## src/rtl/ysyx_ifu_axi_rd_pkg.sv

```systemverilog
// Shared AXI encodings and FSM state constants for the IFU AXI read stage.
package ysyx_ifu_axi_rd_pkg;

    localparam logic [1:0] YSYX_AXI_BURST_INCR = 2'b01;
    localparam logic [2:0] YSYX_AXI_SIZE_4B    = 3'b010;
    localparam logic [1:0] YSYX_AXI_RESP_OKAY  = 2'b00;

    typedef logic [1:0] ysyx_ifu_rd_state_t;

    localparam ysyx_ifu_rd_state_t ST_IDLE = 2'd0;
    localparam ysyx_ifu_rd_state_t ST_AR   = 2'd1;
    localparam ysyx_ifu_rd_state_t ST_R    = 2'd2;

endpackage

```

## src/rtl/ysyx_ifu_axi_rd_if.sv

```systemverilog
// AXI4 read-address and read-data channels between the IFU read stage and the xbar.
interface ysyx_ifu_axi_rd_if #(
    parameter int unsigned DATA_W = 32,
    parameter int unsigned AXI_DW = 64
);
    logic              arvalid;
    logic              arready;
    logic [DATA_W-1:0] araddr;
    logic [3:0]        arid;
    logic [7:0]        arlen;
    logic [2:0]        arsize;
    logic [1:0]        arburst;
    logic              rvalid;
    logic              rready;
    logic [AXI_DW-1:0] rdata;
    logic [1:0]        rresp;
    logic              rlast;
    logic [3:0]        rid;

    modport master (
        output arvalid, araddr, arid, arlen, arsize, arburst, rready,
        input  arready, rvalid, rdata, rresp, rlast, rid
    );

    modport slave (
        input  arvalid, araddr, arid, arlen, arsize, arburst, rready,
        output arready, rvalid, rdata, rresp, rlast, rid
    );
endinterface

```

## src/rtl/ysyx_ifu_axi_rd.sv

```systemverilog
// IFU refill read stage: turns one IFU word request into an AXI4 single or 2-beat INCR read.
module ysyx_ifu_axi_rd
    import ysyx_ifu_axi_rd_pkg::*;
#(
    parameter int unsigned       DATA_W   = 32,
    parameter int unsigned       AXI_DW   = 64,
    parameter bit                BURST_EN = 1'b1,
    parameter logic [DATA_W-1:0] BURST_LO = 'ha0000000,
    parameter logic [DATA_W-1:0] BURST_HI = 'hc0000000,
    parameter logic [3:0]        AXI_ID   = 4'h0
) (
    input  logic               clk,
    input  logic               rst,
    input  logic [DATA_W-1:0]  ifu_araddr_i,
    input  logic               ifu_arvalid_i,
    input  logic               ifu_required_i,
    output logic [DATA_W-1:0]  ifu_rdata_o,
    output logic               ifu_rvalid_o,
    output logic               ifu_burst_o,
    output logic               bus_err_o,
    ysyx_ifu_axi_rd_if.master  axi
);

    localparam int unsigned LANE_W = $clog2(AXI_DW / DATA_W);

    ysyx_ifu_rd_state_t r_state;
    ysyx_ifu_rd_state_t w_state_nxt;

    logic [DATA_W-1:0] r_addr;
    logic              r_burst;
    logic              r_beat;
    logic              r_drop;
    logic              r_err;

    logic              w_in_win;
    logic              w_beat_acc;
    logic              w_last;
    logic [LANE_W-1:0] w_lane;
    logic [DATA_W-1:0] w_word;
    logic              w_unused_rid;

    assign w_in_win = BURST_EN && (ifu_araddr_i >= BURST_LO) && (ifu_araddr_i <= BURST_HI);

    // State register
    always_ff @(posedge clk or negedge rst) begin
        if (!rst) begin
            r_state <= ST_IDLE;
        end else begin
            r_state <= w_state_nxt;
        end
    end

    // Next-state and beat bookkeeping; a burst ends on its second accepted beat
    always_comb begin
        w_state_nxt = r_state;
        w_beat_acc  = 1'b0;
        w_last      = 1'b0;
        case (r_state)
            ST_IDLE: begin
                if (ifu_arvalid_i) begin
                    w_state_nxt = ST_AR;
                end
            end
            ST_AR: begin
                if (axi.arready) begin
                    w_state_nxt = ST_R;
                end
            end
            ST_R: begin
                if (axi.rvalid) begin
                    w_beat_acc = 1'b1;
                    if (!r_burst || r_beat) begin
                        w_last      = 1'b1;
                        w_state_nxt = ST_IDLE;
                    end
                end
            end
            default: begin
                w_state_nxt = ST_IDLE;
            end
        endcase
    end

    // Request latch, beat counter, drop flag and sticky bus error
    always_ff @(posedge clk or negedge rst) begin
        if (!rst) begin
            r_addr  <= '0;
            r_burst <= 1'b0;
            r_beat  <= 1'b0;
            r_drop  <= 1'b0;
            r_err   <= 1'b0;
        end else begin
            if (r_state == ST_IDLE && ifu_arvalid_i) begin
                r_addr  <= ifu_araddr_i;
                r_burst <= w_in_win;
            end else if (w_beat_acc && w_last) begin
                r_burst <= 1'b0;
            end

            if (r_state == ST_AR) begin
                r_beat <= 1'b0;
            end else if (w_beat_acc) begin
                r_beat <= ~w_last;
            end

            if (w_beat_acc && w_last) begin
                r_drop <= 1'b0;
            end else if (r_state != ST_IDLE && !ifu_required_i) begin
                r_drop <= 1'b1;
            end

            if (w_beat_acc && ((axi.rresp != YSYX_AXI_RESP_OKAY) || (axi.rlast != w_last))) begin
                r_err <= 1'b1;
            end
        end
    end

    // AR channel: fields come straight from the latched request so they stay stable while waiting
    assign axi.arvalid = (r_state == ST_AR);
    assign axi.araddr  = r_burst ? (r_addr & ~DATA_W'(4)) : r_addr;
    assign axi.arid    = AXI_ID;
    assign axi.arlen   = r_burst ? 8'd1 : 8'd0;
    assign axi.arsize  = YSYX_AXI_SIZE_4B;
    assign axi.arburst = YSYX_AXI_BURST_INCR;
    assign axi.rready  = (r_state == ST_R);

    // Lane mux: bursts walk lanes in beat order, single beats follow the address
    assign w_lane = r_burst ? LANE_W'(r_beat) : r_addr[2 +: LANE_W];
    assign w_word = axi.rdata[w_lane * DATA_W +: DATA_W];

    assign ifu_rvalid_o = (r_state == ST_R) && axi.rvalid && !r_drop;
    assign ifu_rdata_o  = ifu_rvalid_o ? w_word : '0;
    assign ifu_burst_o  = r_burst;
    assign bus_err_o    = r_err;

    // Only one transaction is ever outstanding, so the returned id carries no information
    assign w_unused_rid = ^axi.rid;

endmodule

```

## src/flat_wrapper.sv

```systemverilog
// flat-port wrapper written by rule: the top's interface ports become plain ports
module ysyx_ifu_axi_rd_flat import ysyx_ifu_axi_rd_pkg::*;
#(
    parameter int unsigned       DATA_W   = 32,
    parameter int unsigned       AXI_DW   = 64,
    parameter bit                BURST_EN = 1'b1,
    parameter logic [DATA_W-1:0] BURST_LO = 'ha0000000,
    parameter logic [DATA_W-1:0] BURST_HI = 'hc0000000,
    parameter logic [3:0]        AXI_ID   = 4'h0
)
  (clk, rst, ifu_araddr_i, ifu_arvalid_i, ifu_required_i, ifu_rdata_o, ifu_rvalid_o, ifu_burst_o, bus_err_o, axi_arvalid, axi_araddr, axi_arid, axi_arlen, axi_arsize, axi_arburst, axi_rready, axi_arready, axi_rvalid, axi_rdata, axi_rresp, axi_rlast, axi_rid);
  ysyx_ifu_axi_rd_if #(.DATA_W(DATA_W), .AXI_DW(AXI_DW)) axi_i ();
  input  logic clk;
  input  logic rst;
  input  logic [DATA_W-1:0] ifu_araddr_i;
  input  logic ifu_arvalid_i;
  input  logic ifu_required_i;
  output logic [DATA_W-1:0] ifu_rdata_o;
  output logic ifu_rvalid_o;
  output logic ifu_burst_o;
  output logic bus_err_o;
  output wire logic [$bits(axi_i.arvalid)-1:0] axi_arvalid;
  output wire logic [$bits(axi_i.araddr)-1:0] axi_araddr;
  output wire logic [$bits(axi_i.arid)-1:0] axi_arid;
  output wire logic [$bits(axi_i.arlen)-1:0] axi_arlen;
  output wire logic [$bits(axi_i.arsize)-1:0] axi_arsize;
  output wire logic [$bits(axi_i.arburst)-1:0] axi_arburst;
  output wire logic [$bits(axi_i.rready)-1:0] axi_rready;
  input wire logic [$bits(axi_i.arready)-1:0] axi_arready;
  input wire logic [$bits(axi_i.rvalid)-1:0] axi_rvalid;
  input wire logic [$bits(axi_i.rdata)-1:0] axi_rdata;
  input wire logic [$bits(axi_i.rresp)-1:0] axi_rresp;
  input wire logic [$bits(axi_i.rlast)-1:0] axi_rlast;
  input wire logic [$bits(axi_i.rid)-1:0] axi_rid;
  assign axi_arvalid = axi_i.arvalid;
  assign axi_araddr = axi_i.araddr;
  assign axi_arid = axi_i.arid;
  assign axi_arlen = axi_i.arlen;
  assign axi_arsize = axi_i.arsize;
  assign axi_arburst = axi_i.arburst;
  assign axi_rready = axi_i.rready;
  assign axi_i.arready = axi_arready;
  assign axi_i.rvalid = axi_rvalid;
  assign axi_i.rdata = axi_rdata;
  assign axi_i.rresp = axi_rresp;
  assign axi_i.rlast = axi_rlast;
  assign axi_i.rid = axi_rid;
  ysyx_ifu_axi_rd #(.DATA_W(DATA_W), .AXI_DW(AXI_DW), .BURST_EN(BURST_EN), .BURST_LO(BURST_LO), .BURST_HI(BURST_HI), .AXI_ID(AXI_ID)) u_core (.clk(clk), .rst(rst), .ifu_araddr_i(ifu_araddr_i), .ifu_arvalid_i(ifu_arvalid_i), .ifu_required_i(ifu_required_i), .ifu_rdata_o(ifu_rdata_o), .ifu_rvalid_o(ifu_rvalid_o), .ifu_burst_o(ifu_burst_o), .bus_err_o(bus_err_o), .axi(axi_i));
endmodule
```

## config.mk

```make
export PLATFORM = sky130hd
export DESIGN_NAME = ysyx_ifu_axi_rd_flat
export DESIGN_NICKNAME = d
export VERILOG_FILES = /design/src/rtl/ysyx_ifu_axi_rd_pkg.sv /design/src/rtl/ysyx_ifu_axi_rd_if.sv /design/src/rtl/ysyx_ifu_axi_rd.sv /design/src/flat_wrapper.sv
export SDC_FILE = /design/constraint.sdc
export NUM_CORES = 1
export LEC_CHECK = 0
export ABC_AREA = 0
export BUFFER_PORTS_ARGS = -buffer_cell sky130_fd_sc_hd__buf_4
export CAP_MARGIN = 25
export CORE_UTILIZATION = 44
export CTS_CLUSTER_DIAMETER = 80
export DETAILED_ROUTE_END_ITERATION = 12
export PLACE_DENSITY = 0.86
export SETUP_SLACK_MARGIN = 0.3
export SYNTH_ARGS = -nofsm -noshare
export SYNTH_HDL_FRONTEND = slang
export SYNTH_SLANG_ARGS = --single-unit
```

## constraint.sdc

```tcl
create_clock -name clk -period 4.5 [get_ports clk]
set_clock_uncertainty 0.15 [all_clocks]
set_input_delay 0.9 -clock clk [delete_from_list [all_inputs] [get_ports clk]]
set_output_delay 0.9 -clock clk [all_outputs]
set_load 0.03 [all_outputs]
```

==> impl_metrics.ini, run 1 <==
[run_status]
outcome = completed

[clock_tree]
clock_tree_from_tritoncts = yes
numCtsBuffers = 5
number_of_hold_buffers_added_after_cts = 0
insertion_delay_of_the_later_clocked_pin_in_the_worst_skew_pair_ns = 0.29
clockBufferDepth = 2
path_clk_slew_ns = 0.08
clock_tree.htree_level_count = 2
post_cts.resized_instances = 0
cts.sink_count = 38
cts.root.buffer_cell = sky130_fd_sc_hd__clkbuf_8
postCtsSetupRepairBufs = 0

[flow_run]
max_cap_viol_count = 0

[timing]
finalWorstPathRequiredPeriod_ns = 3.48
grt_setup_unrepaired = false
final_critical_path_setup_slack_ns = 1.02
hold_viol_final = 0
max-slew-margin-rel_pct = 36.1
finalSetupViolations = 0
min_period_over_period_pct = 77.4
fin_tns_setup_ns = 0
timing_worst_slew_pin_value_ns = 0.958
achievable-frequency_mhz = 287
maxSlewViolCount = 0

[route]
ant_nets = 0
top_signal_layer_used = met4
routed-wl-met3_microns = 644
route.detailed.wl_per_inst_microns = 15.2
routed_via_density = 4.77
wl_mm = 7.30
detailroute.via_count = 2286
drt_first_iter_violations = 58
route.met2.wl_mm = 3.85
drt_drc_violations_left = 0
wire_length_the_detailed_router_placed_on_met1_mm = 2.71
detail_route.first_pass.iterations = 4

[die]
floorplan.die_area_sq_um = 6350
die_h_microns = 79.7
chipWidth_microns = 79.7
floorplan.initialDensity_pct = 46.8
fp.coreArea_sq_um = 5680
placement_rows = 27
top_level_ports = 195

[final_layout]
nNetsFinal = 515
n_antenna_cell = 0
layout_cells_sized_above_1_pct = 61.4
area.growth.synth_to_final_pct = 41.6

[yosys]
sequential_cell_area_fraction_in_the_yosys_report_pct = 35.8
synthesis.yosys.warnings = 0
yosysTopAreaCellShare_pct = 35.8
synth.most_common_cell = sky130_fd_sc_hd__nand2_1
synth.ff_latch_count = 38
syn-instance-count = 271
yosys.cell_types.count = 31
netlist_top_cells_area = sky130_fd_sc_hd__dfrtp_1 36%, sky130_fd_sc_hd__mux2_4 16%, sky130_fd_sc_hd__buf_4 14%
ys_async_sr_fraction_pct = 100
synthesis.area_per_instance_sq_um = 9.81
synth-main-ff-cell = sky130_fd_sc_hd__dfrtp_1
mappedNetlistArea_sq_um = 2660
ys_top_cells_by_count = 65 x sky130_fd_sc_hd__nand2_1, 49 x sky130_fd_sc_hd__buf_4, 38 x sky130_fd_sc_hd__dfrtp_1
synth_top_area_cell = sky130_fd_sc_hd__dfrtp_1
synth-edff-count = 0

[placement]
detailedPlacementHpwl_mm = 5.72
finalWeightedCongestion = 0.814
port_buffers = 174
dp_worst_setup_slack_ns = 1.28

[setup_path]
critical_path.startpoint_type = register
timing.reg2reg.setup_slack_ns = 2.76
critPathRequiredTime_ns = 3.45
critical_path_fanouts_max = 32
cp.buffers_inverters = 1
path_class = reg2out
timing.critical_path.slowest_cell_delay_ns = 0.76
path_cells = nor2b_1, a21o_1, nand2_1, a21oi_2, buf_4
worst_path_max_delay_cell = sky130_fd_sc_hd__a21o_1
timing.critical_path.from = u_core.ifu_burst_o
cp_top_family = compound AO/OA/AOI/OAI gates
worst_ep_arrival_ns = 2.43
kind_of_end_point_of_the_critical_path = primary output
reg2reg_depth = 4
timing.rr.start = u_core.r_state[1]
cp_num_cells = 5

[global_routing]
maximum_number_of_pins_on_one_net_before_global_route_repair = 39
first_global_vias = 2205
grt_antenna_before_repair = 0
globalRouteOverflowTotal = 0
groute.usage.overall_pct = 22.9
grt_pass1_wl_mm = 11.1

[power_and_ir_drop]
cellLeakagePower_nw = 1.91
power.ir.vdd_worst_v = 0.000472
total_power_density_per_cell_area_nw_per_um2 = 621

[min_path]
timing.hold.worst_path_depth = 1
timing.hold.worst.start = u_core.bus_err_o
hold_class = reg2reg
[where the power goes]
| part | switching (mW) | leakage, nW | internal, mW |
|---|---|---|---|
| clock network | 0.128 | 0.0472 | 0.123 |
| registers | 0.123 | 0.447 | 0.513 |
| logic | 0.829 | 1.41 | 0.622 |
| total | 1.08 | 1.91 | 1.26 |
[cell usage in the layout (no fill, tap or decap)]
master	instances
sky130_fd_sc_hd__a31oi_1	1
sky130_fd_sc_hd__nand4_1	2
sky130_fd_sc_hd__mux2_2	3
sky130_fd_sc_hd__inv_1	3
sky130_fd_sc_hd__nor4_1	7
sky130_fd_sc_hd__o22a_1	1
sky130_fd_sc_hd__a21oi_2	30
sky130_fd_sc_hd__and2b_4	1
sky130_fd_sc_hd__xnor2_1	1
sky130_fd_sc_hd__o21a_1	1
sky130_fd_sc_hd__mux2_4	29
sky130_fd_sc_hd__clkinv_2	1
sky130_fd_sc_hd__a311o_1	1
sky130_fd_sc_hd__conb_1	16
sky130_fd_sc_hd__o21ai_0	5
sky130_fd_sc_hd__and2b_1	2
sky130_fd_sc_hd__dfrtp_1	38
sky130_fd_sc_hd__clkbuf_8	6
sky130_fd_sc_hd__nor2b_1	2
sky130_fd_sc_hd__buf_12	1
sky130_fd_sc_hd__nand2_1	65
sky130_fd_sc_hd__a21oi_1	3
sky130_fd_sc_hd__nor2_1	4
sky130_fd_sc_hd__buf_4	175
sky130_fd_sc_hd__o211ai_1	2
sky130_fd_sc_hd__o21bai_1	1
sky130_fd_sc_hd__clkinvlp_4	1
sky130_fd_sc_hd__and2_2	1
sky130_fd_sc_hd__a21o_1	1
sky130_fd_sc_hd__or2_2	1
sky130_fd_sc_hd__nor3_1	1
sky130_fd_sc_hd__nand2_2	1
[through the flow]
stage / area (sq um) / utilization, % / instances / power [mW] / hold slack, ns
6_report: 3760 / 66.3 / 479 / 2.34 / 0.351
5_1_grt: 3760 / 66.3 / 479 / 2.47 / 0.378
4_1_cts: 3740 / 65.9 / 478 / 2.35 / 0.353
3_5_place_dp: 3650 / 64.3 / 470 / 2.09 / 0.337
3_3_place_gp: 3650 / 64.3 / 470 / 2.05 / 0.313
2_1_floorplan: 2710 / - / 285 / 1.84 / 0.302
[final timing paths]
kind | end
worst max register to register | u_core.r_addr[12]
worst min-delay path | u_core.bus_err_o
worst min register to register | u_core.bus_err_o
worst max-delay path | ifu_rdata_o[7]
max in group asynchronous | u_core.r_addr[5]
min in group asynchronous | u_core.r_addr[10]
[final cells by class]
class                   instances  area (sq um)
clock buffers                   6          82.6
fillers                       455          1910
multi-input cells             182          1280
repair buffers                176          1330
inverters                       3          11.3
flip-flops and latches         38           951
clock inverters                 2          12.5
well taps                      72          90.1
[layer usage]
layer  track usage, %  vias up
met4             6.55        0
li1                 -     1109
met2             41.7      108
met3             6.51        8
met5                0        -
met1             25.7     1061
[registers in the layout, indices dropped and copies added (netlist names)]
name / flops
u_core.bus_err_o: 1
u_core.r_state: 2
u_core.r_drop: 1
u_core.r_beat: 1
u_core.ifu_burst_o: 1
u_core.r_addr: 32
[worst reg2reg max path, delay by kind of cell, from the launching register on]
kind	cells	cell delay, ns
buffers and inverters	1	0.26
DFF	1	0.45
muxes	1	0.36
and+or+nand+nor	2	0.41
[logic make-up after synthesis]
| logic type | Yosys count | share of synthesized area, % |
|---|---|---|
| flip-flops | 38 | 35.8 |
| buffers and inverters | 65 | 18.2 |
| AND/OR/NAND/NOR | 87 | 14.2 |
| multiplexers | 32 | 17.7 |
| AO/OA/AOI/OAI | 46 | 13.6 |
| XOR/XNOR | 1 | 0.330 |
| other | 2 | 0.283 |
(Power assumes the default switching activity.)
==> run 2, diff against run 1 <==
- ABC_AREA: 0 -> 1
- CORE_UTILIZATION: 44 -> 40
- PLACE_DENSITY: 0.86 -> 0.81
- clock period: 4.5 -> 3.25 ns (I/O delays scaled with it)
==> run 2 against run 1 <==
Net effect:
- final area decreased by 4.2%
- sequential cell count unchanged
- global-route usage decreased by 3.0 points
- via count rose by 13%
- non-clock buffer count up 1
- core utilization down 6.1 points
- total power up 20%
- register-to-register slack worse by 1.4 ns
- final cell count rose by 21%
- combinational power grew 14%
- critical path type unchanged
- critical endpoint is now ifu_rdata_o[0]
- largest power group unchanged
==> impl_metrics.ini, run 2 <==
[run_status]
outcome = completed

[yosys]
yosysTopAreaCellShare_pct = 37.8
ys_top_cells_by_count = 108 x sky130_fd_sc_hd__nand2_1, 87 x sky130_fd_sc_hd__nor2_1, 49 x sky130_fd_sc_hd__buf_4
synthesis.area_per_instance_sq_um = 6.83
synth.ff_latch_count = 38
synth.most_common_cell = sky130_fd_sc_hd__nand2_1
syn-instance-count = 368
netlist_top_cells_area = sky130_fd_sc_hd__dfrtp_1 38%, sky130_fd_sc_hd__nand2_1 16%, sky130_fd_sc_hd__buf_4 15%
synth-main-ff-cell = sky130_fd_sc_hd__dfrtp_1
sequential_cell_area_fraction_in_the_yosys_report_pct = 37.8
ys_async_sr_fraction_pct = 100
synthesis.yosys.warnings = 0
synth_top_area_cell = sky130_fd_sc_hd__dfrtp_1
synth-edff-count = 0
yosys.cell_types.count = 22
mappedNetlistArea_sq_um = 2510

[timing]
achievable-frequency_mhz = 379
min_period_over_period_pct = 81.1
maxSlewViolCount = 0
timing_worst_slew_pin_value_ns = 0.593
finalSetupViolations = 0
hold_slack_ns = 0.158
fin_tns_setup_ns = 0
grt_setup_unrepaired = false
hold_viol_final = 0
finalWorstPathRequiredPeriod_ns = 2.64
max-slew-margin-rel_pct = 60.4

[route]
ant_nets = 0
wl_mm = 6.84
detail_route.first_pass.iterations = 4
route.detailed.wl_per_inst_microns = 11.8
drt_first_iter_violations = 60
detailroute.via_count = 2588
drt_drc_violations_left = 0
routed_via_density = 4.48

[final_layout]
layout_commonest_cell = sky130_fd_sc_hd__buf_4
largest_register_ff_count = 32
n_antenna_cell = 0
postLayoutCoreUtil_pct = 60.2
regArea_sq_um = 951
largest_registers_in_the_final_layout = u_core.r_addr: 32 flops, u_core.r_state: 2 flops
multi_input_area_sq_um = 1060
fill_cells = 573
most-common-layout-cells = 177 x sky130_fd_sc_hd__buf_4, 108 x sky130_fd_sc_hd__nand2_1, 87 x sky130_fd_sc_hd__nor2_1, 38 x sky130_fd_sc_hd__o21ai_0, 38 x sky130_fd_sc_hd__dfrtp_1
layoutNonFillerInstCount = 578
layout_cells_sized_above_1_pct = 38.6
final_design_area_no_fill_sq_um = 3610
nNetsFinal = 611
area.growth.synth_to_final_pct = 43.5
top_register = u_core.r_addr

[die]
die_h_microns = 81.3
fp.coreArea_sq_um = 5990
top_level_ports = 195
floorplan.initialDensity_pct = 41.9
chipWidth_microns = 81.3
floorplan.die_area_sq_um = 6600
placement_rows = 28

[clock_tree]
post_cts.resized_instances = 0
insertion_delay_of_the_later_clocked_pin_in_the_worst_skew_pair_ns = 0.28
clockBufferDepth = 2
cts.sink_count = 38
cts.root.buffer_cell = sky130_fd_sc_hd__clkbuf_8
number_of_hold_buffers_added_after_cts = 0
path_clk_slew_ns = 0.08
clock_tree.htree_level_count = 2
postCtsSetupRepairBufs = 0
numCtsBuffers = 5
clock_tree_from_tritoncts = yes

[setup_path]
worst_path_max_delay_cell = sky130_fd_sc_hd__dfrtp_1
worst_ep_arrival_ns = 1.84
timing.critical_path.slowest_cell_delay_ns = 0.40
cp_top_family = buffers and inverters
critical_path.startpoint_type = register
kind_of_end_point_of_the_critical_path = primary output
path_cells = inv_2, nand2_1, nor2_2, nand2_1, clkinv_2, o21ai_0, nor2_1, buf_4
worst_r2r_dst = u_core.r_addr[3]
critPathRequiredTime_ns = 2.45
critical_path.most_common_cell = sky130_fd_sc_hd__nand2_1
reg2reg_depth = 6
cp.buffers_inverters = 3
critical_path_fanouts_max = 33
timing.reg2reg.setup_slack_ns = 1.35
timing.rr.start = u_core.r_state[1]
path_class = reg2out

[global_routing]
globalRouteOverflowTotal = 0
grt_antenna_before_repair = 0
grt_pass1_wl_mm = 9.99
groute.usage.overall_pct = 19.9
maximum_number_of_pins_on_one_net_before_global_route_repair = 39
first_global_vias = 2217

[power_and_ir_drop]
cellLeakagePower_nw = 2.09
total_power_density_per_cell_area_nw_per_um2 = 778
power.ir.vdd_worst_v = 0.000562

[placement]
place_inst = 570
port_buffers = 174
post_dp_cell_area_sq_um = 3510
finalWeightedCongestion = 0.773
detailedPlacementHpwl_mm = 5.28

[min_path]
hold_class = in2async

[flow_run]
max_cap_viol_count = 0
-- run 2: cell count changes after synthesis, sizes merged, moves of 7 or more --
cell and delta:
nand2 +43, inv +15, nor2 +85, a21oi -30
mux2 -32, nor4 -7, o21ai +36
-- run 2: how the worst max path moves through the flow --
| stage | start | end | cells after the start |
|---|---|---|---|
| after floorplan | axi_rvalid | ifu_rdata_o[22] | 7 |
| after global placement | axi_rvalid | ifu_rdata_o[30] | 8 |
| after detailed placement | axi_rvalid | ifu_rdata_o[0] | 8 |
| after CTS | u_core.r_state[0] | ifu_rdata_o[27] | 8 |
| after global routing | u_core.r_state[0] | ifu_rdata_o[0] | 8 |
| final | u_core.r_state[0] | ifu_rdata_o[0] | 8 |
-- run 2: logic make-up (layout without fill, tap and decap cells) --
family                 Yosys count  in the layout  share of synthesized area (%)
and+or+nand+nor                200            200                           30.6
buffers and inverters           83            204                           21.9
AOI/OAI and AO/OA               45             45                           9.36
DFF                             38             38                           37.8
other                            2             16                          0.299
-- run 2: through the flow --
step           total power [mW]  setup WS [ns]
3_3_place_gp               2.46          0.678
4_1_cts                    2.84          0.610
5_1_grt                    3.01          0.421
6_report                   2.80          0.615
2_1_floorplan              2.19          0.784
3_5_place_dp               2.50          0.686
-- run 2: final cells by class --
type                            count  share of cell area (%)
Timing Repair Buffer              177                    36.8
Inverter                           19                    2.01
Sequential cell                    38                    26.4
Multi-Input combinational cell    261                    29.5
Clock inverter                      2                   0.347
Tap cell                           75                    2.60
Clock buffer                        6                    2.29
-- run 2: worst register-to-register path, stage by stage (launching register included) --
cell and delay (ns):
sky130_fd_sc_hd__dfrtp_1 0.41, sky130_fd_sc_hd__or2_4 0.27, sky130_fd_sc_hd__nor2_4 0.07, sky130_fd_sc_hd__buf_4 0.31, sky130_fd_sc_hd__inv_2 0.33, sky130_fd_sc_hd__nand2_1 0.14
sky130_fd_sc_hd__o21ai_0 0.09
-- run 2: routing by layer --
layer,routed length (microns),global-route usage (%)
met2,3450,36.6
met5,0,0
met3,746,7.30
met4,73,5.54
met1,2570,21.0
-- run 2: report_power, final --
group	internal, mW	switching (mW)
Sequential	0.693	0.132
Clock	0.170	0.163
Combinational	0.563	1.08
Total	1.43	1.38
==> run 3, diff against run 2 <==
- CORE_UTILIZATION: 40 -> 36
- PLACE_DENSITY: 0.81 -> 0.77
- clock period: 3.25 -> 2.2 ns (I/O delays scaled with it)
==> run 3 against run 2 <==
Net effect:
- setup slack lost 0.59 ns
- wire length grew 25%
- sequential share of layout area shrank 4.7 points
- combinational power grew 100%
- global-route usage grew 2.2 points
- critical path type unchanged
- largest cell class is now multi-input gates
==> impl_metrics.ini, run 3 (synthesis results as in run 2) <==
[run_status]
outcome = completed

[route]
route.detailed.wl_per_inst_microns = 14.3
drt_drc_violations_left = 0
drt_first_iter_violations = 54
detailroute.via_count = 2806
routed_via_density = 4.69
wl_mm = 8.57
detail_route.first_pass.iterations = 4
ant_nets = 0

[final_layout]
fill_cells = 569
layout_cells_sized_above_1_pct = 54.6
layout_commonest_cell = sky130_fd_sc_hd__buf_4
top_register = u_core.r_addr
postLayoutCoreUtil_pct = 64.9
largest_registers_in_the_final_layout = u_core.r_addr: 32 flops, u_core.r_state: 2 flops
largest_register_ff_count = 32
nNetsFinal = 626
area.growth.synth_to_final_pct = 74.5
most-common-layout-cells = 173 x sky130_fd_sc_hd__buf_4, 105 x sky130_fd_sc_hd__nand2_1, 57 x sky130_fd_sc_hd__nor2_4, 37 x sky130_fd_sc_hd__dfrtp_1, 25 x sky130_fd_sc_hd__nor2_1
n_antenna_cell = 0
final_design_area_no_fill_sq_um = 4380

[power_and_ir_drop]
seqPwrFrac_pct = 24.0
total_power_density_per_cell_area_nw_per_um2 = 1160
power.ir.vdd_worst_v = 0.000701
power_report.internal_total_mw = 2.53
power.net_switching_mw = 2.56
power.share.clock_pct = 9.7
cellLeakagePower_nw = 2.23
proportion_of_power_drawn_by_combinational_gates_pct = 66.4
total_power_mw = 5.10
power.share.switching_pct = 50.3

[setup_path]
timing.critical_path.from = u_core.r_state[0]
worst_path_max_delay_cell = sky130_fd_sc_hd__dfrtp_1
crit_end = ifu_rdata_o[28]
timing.critical_path.slowest_cell_delay_ns = 0.39
path_class = reg2out
kind_of_end_point_of_the_critical_path = primary output
timing.rr.start = u_core.r_state[0]
critical_path.most_common_cell = sky130_fd_sc_hd__nor2_4
worst_ep_arrival_ns = 1.59
reg2reg_depth = 8
critical_path_fanouts_max = 8
critPathRequiredTime_ns = 1.61
worst_r2r_dst = u_core.ifu_burst_o
path_cells = inv_2, nand2_2, nor2_4, nand2_8, clkinv_4, o21ai_1, nor2_4, buf_4
critical_path.startpoint_type = register
timing.reg2reg.setup_slack_ns = 0.48

[placement]
detailedPlacementHpwl_mm = 5.46
port_buffers = 174
post_dp_cell_area_sq_um = 3750
finalWeightedCongestion = 0.854

[timing]
achievable-frequency_mhz = 459
min_period_over_period_pct = 99.0
timing_worst_slew_pin_value_ns = 0.627
hold_slack_ns = 0.185
maxSlewViolCount = 0
finalWorstPathRequiredPeriod_ns = 2.18
hold_viol_final = 0
finalSetupViolations = 0
max-slew-margin-rel_pct = 58.1
fin_tns_setup_ns = 0
grt_setup_unrepaired = true

[global_routing]
grt_pass1_wl_mm = 12.7
globalRouteOverflowTotal = 0
maximum_number_of_pins_on_one_net_before_global_route_repair = 39
groute.usage.overall_pct = 22.1
first_global_vias = 2677
grt_antenna_before_repair = 0

[clock_tree]
clock_tree_from_tritoncts = yes
numCtsBuffers = 5
cts.root.buffer_cell = sky130_fd_sc_hd__clkbuf_8
clock_tree.htree_level_count = 2
insertion_delay_of_the_later_clocked_pin_in_the_worst_skew_pair_ns = 0.28
cts.sink_count = 38
path_clk_slew_ns = 0.07
clockBufferDepth = 2

[min_path]
hold_class = in2reg

[die]
fp.coreArea_sq_um = 6760
top_level_ports = 195
floorplan.initialDensity_pct = 37.2
die_h_microns = 85.5
placement_rows = 30
floorplan.die_area_sq_um = 7320
chipWidth_microns = 85.5

[flow_run]
max_cap_viol_count = 0
run 3: cell types whose count changed in the layout (fill, tap and decap cells not counted), sizes merged:
cell,before,now
clkbuf,6,8
clkinv,2,6
dlygate4sd3,0,1
clkinvlp,1,0
buf,177,186
run 3: repair_timing:
item	in CTS	in global routing
gates cloned	6	1
endpoints found under the hold margin	38	0
pin swaps	9	3
hold buffers	1	0
buffers inserted	5	1
setup endpoints to repair	33	33
resized for setup	115	15
run 3: metrics by stage:
stage	setup slack [ns]	std cells
floorplan	0.284	382
global placement	0.0873	576
detailed placement	0.0825	576
CTS	0.0191	596
global route	-0.0514	598
finish	0.0217	598
run 3: per-layer routing:
metal	vias up	share of wire (%)	routed length [microns]	GRT usage [%]
li1	1358	-	-	-
met1	1298	38	3250	24.5
met2	132	51	4400	40.3
met3	18	8.1	693	5.87
met4	0	2.6	226	8.64
met5	-	0	0	0
run 3: power groups by stage:
stage	Combinational, mW	Sequential, mW	Clock, mW
finish	3.38	1.22	0.493
global placement	2.59	1.21	0
global route	3.59	1.26	0.541
CTS	3.24	1.22	0.511
detailed placement	2.64	1.22	0
floorplan	2.18	1.19	0
run 3: cell type report:
type	instances	area, sq um	area share, %
Timing Repair Buffer	188	1530	34.9
Sequential cell	38	952	21.7
Timing Repair inverter	4	50.0	1.14
Inverter	19	88.8	2.03
Clock buffer	7	86.3	1.97
Multi-Input combinational cell	261	1570	35.8
Tap cell	80	100	2.28
Clock inverter	1	5.00	0.114
run 3: critical path, delay by kind of cell, from the launching register on:
kind                   cells  cell delay, ns
AND/OR/NAND/NOR            4            0.46
flip-flops                 1            0.39
buffers and inverters      3            0.33
AO/OA/AOI/OAI              1            0.11
run 3: how the worst min path moves through the flow:
| stage | start | end | slack, ns | cells past startpoint |
|---|---|---|---|---|
| CTS | axi_arready | u_core.r_state[0] | 0.18 | 2 |
| floorplan | rst | u_core.bus_err_o | -0.006 | 0 |
| global placement | rst | u_core.r_addr[28] | 0.29 | 1 |
| global route | axi_arready | u_core.r_state[0] | 0.18 | 2 |
| finish | axi_arready | u_core.r_state[0] | 0.18 | 2 |
| detailed placement | rst | u_core.r_addr[28] | 0.29 | 1 |
